==> config.mk <==
export PLATFORM = sky130hd
export DESIGN_NAME = piso_tx
export DESIGN_NICKNAME = d
export VERILOG_FILES = /design/src/rtl/piso_tx.sv
export SDC_FILE = /design/constraint.sdc
export NUM_CORES = 1
export LEC_CHECK = 0
export BUFFER_PORTS_ARGS = -buffer_cell sky130_fd_sc_hd__buf_4
export CORE_MARGIN = 1
export CORE_UTILIZATION = 50
export CTS_BUF_LIST = sky130_fd_sc_hd__clkbuf_16
export CTS_CLUSTER_SIZE = 14
export DETAILED_ROUTE_END_ITERATION = 10
export PLACE_DENSITY_LB_ADDON = 0.05
export SETUP_SLACK_MARGIN = 0.4
export SLEW_MARGIN = 15
export SYNTH_ARGS = -nofsm -noshare
export SYNTH_HDL_FRONTEND = slang
export SYNTH_SLANG_ARGS = --single-unit
==> constraint.sdc <==
create_clock -name clk -period 1.89 [get_ports clk]
set_input_delay 0.378 -clock clk [delete_from_list [all_inputs] [get_ports clk]]
set_output_delay 0.378 -clock clk [all_outputs]
set_load 0.01 [all_outputs]
==> src/rtl/piso_tx.sv <==
// piso_tx: parallel-in serial-out transmitter.
// Accepts a width-bit word over a load/ready handshake and shifts it out one
// bit per DIV clock cycles. frame_o marks the driven bits and done_o pulses
// once in the first idle cycle after the last bit period.
//
// Handshake: a word is taken on a rising edge where load=1 and ready_o=1.
// While a frame is in flight ready_o=0 and load/data_i are ignored (no
// queuing). ready_o returns high in the done_o cycle, so a load held there
// starts the next frame immediately.
module piso_tx #(
  parameter int width     = 16,
  parameter int DIV       = 1,
  parameter bit MSB_FIRST = 1'b1
) (
  input  logic             clk,
  input  logic             clr_n,
  input  logic             load,
  input  logic [width-1:0] data_i,
  output logic             ready_o,
  output logic             sdata_o,
  output logic             frame_o,
  output logic             done_o,
  output logic             dbg_state_o
);

  localparam int BW = $clog2(width);
  localparam int DW = (DIV > 1) ? $clog2(DIV) : 1;
  localparam logic [BW-1:0] BIT_LAST = BW'(width - 1);
  localparam logic [DW-1:0] DIV_LAST = DW'(DIV - 1);

  typedef enum logic {
    IDLE  = 1'b0,
    SHIFT = 1'b1
  } state_t;

  state_t           state_q, state_d;
  logic [width-1:0] shreg_q, shreg_d;
  logic [BW-1:0]    bit_cnt_q, bit_cnt_d;
  logic [DW-1:0]    div_cnt_q, div_cnt_d;
  logic             sdata_q, sdata_d;
  logic             frame_q, frame_d;
  logic             ready_q, ready_d;
  logic             done_q, done_d;

  // Next-state logic. The shift register always holds the bits not yet
  // driven, aligned so the next one to send sits at the transmit end.
  always_comb begin
    state_d   = state_q;
    shreg_d   = shreg_q;
    bit_cnt_d = bit_cnt_q;
    div_cnt_d = div_cnt_q;
    sdata_d   = sdata_q;
    frame_d   = frame_q;
    ready_d   = ready_q;
    done_d    = 1'b0;
    case (state_q)
      IDLE: begin
        if (load) begin
          state_d   = SHIFT;
          bit_cnt_d = BIT_LAST;
          div_cnt_d = DIV_LAST;
          frame_d   = 1'b1;
          ready_d   = 1'b0;
          if (MSB_FIRST) begin
            sdata_d = data_i[width-1];
            shreg_d = {data_i[width-2:0], 1'b0};
          end else begin
            sdata_d = data_i[0];
            shreg_d = {1'b0, data_i[width-1:1]};
          end
        end
      end
      SHIFT: begin
        if (div_cnt_q != '0) begin
          div_cnt_d = div_cnt_q - 1'b1;
        end else if (bit_cnt_q != '0) begin
          bit_cnt_d = bit_cnt_q - 1'b1;
          div_cnt_d = DIV_LAST;
          if (MSB_FIRST) begin
            sdata_d = shreg_q[width-1];
            shreg_d = {shreg_q[width-2:0], 1'b0};
          end else begin
            sdata_d = shreg_q[0];
            shreg_d = {1'b0, shreg_q[width-1:1]};
          end
        end else begin
          state_d = IDLE;
          frame_d = 1'b0;
          sdata_d = 1'b0;
          ready_d = 1'b1;
          done_d  = 1'b1;
        end
      end
      default: state_d = IDLE;
    endcase
  end

  // State and registered outputs; reset overrides everything, including load.
  always_ff @(posedge clk) begin
    if (!clr_n) begin
      state_q   <= IDLE;
      shreg_q   <= '0;
      bit_cnt_q <= '0;
      div_cnt_q <= '0;
      sdata_q   <= 1'b0;
      frame_q   <= 1'b0;
      ready_q   <= 1'b1;
      done_q    <= 1'b0;
    end else begin
      state_q   <= state_d;
      shreg_q   <= shreg_d;
      bit_cnt_q <= bit_cnt_d;
      div_cnt_q <= div_cnt_d;
      sdata_q   <= sdata_d;
      frame_q   <= frame_d;
      ready_q   <= ready_d;
      done_q    <= done_d;
    end
  end

  assign ready_o     = ready_q;
  assign sdata_o     = sdata_q;
  assign frame_o     = frame_q;
  assign done_o      = done_q;
  assign dbg_state_o = state_q;

endmodule

==> out/qor.txt <==
Clk sinks = 24
Pleak = 0.613 nW
Post-synth top area share = 0.417
Iter 0 DRT Violations = 19
CTS tree = yes
Max Clk Rate = 0.682 GHz
Vias in the first global route = 901
Setup crit start kind = flop
Post-synth cell types = 29
Flops & latches, synth = 24
Cts bufs inserted = 3
Sum Neg Setup Slack = 0 ns
Hold_sp = data_i[0]
Register area = 483 um2
Initial antenna violation count = 0
Multi-input gate area = 634 um2
Area Growth Syn to Fin = 31.1%
Post-synthesis sequential area ratio = 0.417
Final WL = 2.57 mm
Peak VDD IR = 0.639 mV
Gate Count Post-Synth = 113
Core Region = 0.00219 mm2
CP cell instances = buf_6 > buf_4
Antenna diodes = 0
Clock skew = 0.00492 ns
Setup CP Type = flop to primary output
First-pass GRT wire length = 4.20 mm
Die area = 0.00250 mm2
H-Tree Depth = 1
Num rows = 17
Clk Latency, worst-skew pair = 0.26 ns
CP required = 1.51 ns
Post-layout net count = 159
Commonest register cell after synthesis = dfxtp_1
Fin crit period = 1.47 ns
Starting Density = 0.525
Critical-path top delay cell = dfxtp_2
Leading cell types by count after synthesis = dfxtp_1 (24), a21oi_1 (19), mux2i_1 (16)
Setup-failing EPs final = 0
Slew headroom = 0.759
Initial DRT Pass Iterations = 4
Post-Syn Area = 0.00115 mm2
Crit end category = primary output
EDFF count, synth = 0
Count leader, synth = dfxtp_1
Library cell with the largest summed area after synthesis = dfxtp_1
Largest net degree at the start of global routing = 15
Gr usage total = 0.224
Max clock buf depth = 2
Die Height = 50.0 um
Congestion Overflow GR = 0
RSZ-0062 raised after global routing = true
Placed wire-length estimate = 1.68 mm
Final Hold Vio Count = 0
Slowest stage delay, CP = 0.46 ns
Placer Congestion = 0.706
Worst-path maximum fanout = 12
Post-detailed-route wirelength per cell = 15.5 um
Ys async rst share = 0
Synth Warn # = 0
Die width = 50.0 um
Worst Path Arrival = 1.09 ns
Period Utilization, post-route = 0.775
Crit path from = dbg_state_o$_SDFF_PN0_
IO Pins = 24
Share of layout cells above drive strength 1 = 0.399
Worst-path clk slew = 0.07 ns
Max-cap violations = 0
Routed vias = 948
Min-delay worst type = input port to flop
Slew @ Worst Pin = 0.361 ns
DR vias/cell = 5.71
Final ANT Viol Nets = 0
PortBufs = 23
Final count of pins violating max slew = 0
Reg-to-reg startpoint = bit_cnt_q[0]$_SDFFE_PN0P_
P per Cell Area = 1020 mW/mm2
Outcome = completed
Mapped Nets = 133
Dominant cells by area after synthesis = dfxtp_1 (42%), mux2i_1 (14%), a211oi_2 (9.8%)
Fin Hold WS = 0.379 ns
DRC errors left = 0
Fill count = 183
Final Total Pwr = 1.53 mW
Hold buffer count at cts = 0
Clk root buf = clkbuf_16
Post-synthesis average cell area = 10.2 um2
[path summary, 6_finish.rpt]
check	slack, ns	endpoint	cells past startpoint
worst max-delay path	0.42	dbg_state_o	2
worst min-delay path	0.38	shreg_q[1]$_SDFFE_PN0P_	3
worst max register to register	0.47	bit_cnt_q[0]$_SDFFE_PN0P_	4
worst min register to register	0.48	frame_o$_SDFFE_PN0P_	2
[layout make-up]
type | count | share of cell area
clock buffers | 3 | 0.0498
clock inverters | 1 | 0.0199
inverters | 3 | 0.00746
multi-input cells | 76 | 0.420
flip-flops and latches | 24 | 0.320
well taps | 28 | 0.0232
repair buffers | 31 | 0.159
[through the flow]
step            util  instances  cell area [um2]  setup WS, ns
2_1_floorplan      -        113             1150         0.442
3_3_place_gp   0.611        160             1340         0.441
3_5_place_dp   0.611        160             1340         0.375
4_1_cts        0.676        166             1480         0.386
5_1_grt        0.689        166             1510         0.390
6_report       0.689        166             1510         0.425
[worst max-delay path, delay by kind of cell (launching register included)]
family / cells / cell delay [ns]
buffers and inverters: 2 / 0.37
flip-flops: 1 / 0.46
[where the power goes]
group / leakage, nW / internal (mW) / switching (mW)
Combinational: 0.362 / 0.166 / 0.150
Clock: 0.0511 / 0.421 / 0.187
Sequential: 0.200 / 0.565 / 0.0442
[placed cells by master, fill, tap and decap left out]
cell	instances
buf_4	29
dfxtp_1	22
a21oi_1	19
mux2i_1	16
a211oi_2	9
nand2_1	5
a211oi_1	5
inv_1	3
clkbuf_16	3
and2_4	2
o21bai_1	2
nand2b_1	2
dfxtp_2	2
buf_6	2
nand4bb_4	1
or2_4	1
and3_1	1
nor3b_1	1
nor3_1	1
or3b_4	1
nand3_1	1
or2_2	1
a21o_1	1
o22ai_2	1
a311oi_1	1
a311oi_2	1
nor2_1	1
nand4b_1	1
a31oi_1	1
ha_4	1
bufinv_16	1
[state kept, by name (all words and copies together) (netlist names)]
| register | flops |
|---|---|
| sdata_o | 1 |
| ready_o | 1 |
| dbg_state_o | 1 |
| done_o | 1 |
| frame_o | 1 |
| bit_cnt_q | 4 |
| shreg_q | 15 |
[cell families after synthesis]
logic type / after synthesis / synth area share
compound gates: 40 / 0.264
fa+ha+maj: 1 / 0.0109
buf+inv: 14 / 0.0739
flops: 24 / 0.417
mux: 16 / 0.139
simple gates: 18 / 0.0946
[routing by layer]
layer	up-vias	wire, um	GRT usage
li1	467	-	-
met1	450	1250	0.307
met2	27	1190	0.342
met3	4	98	0.0278
met4	0	30	0.110
met5	-	0	0
[what timing repair did]
item,CTS,global route
hold endpoints to repair,0,0
cloned,1,0
endpoints found under the setup margin,18,18
setup buffers,1,0
gates resized for setup,7,5
(Power assumes the default switching activity.)
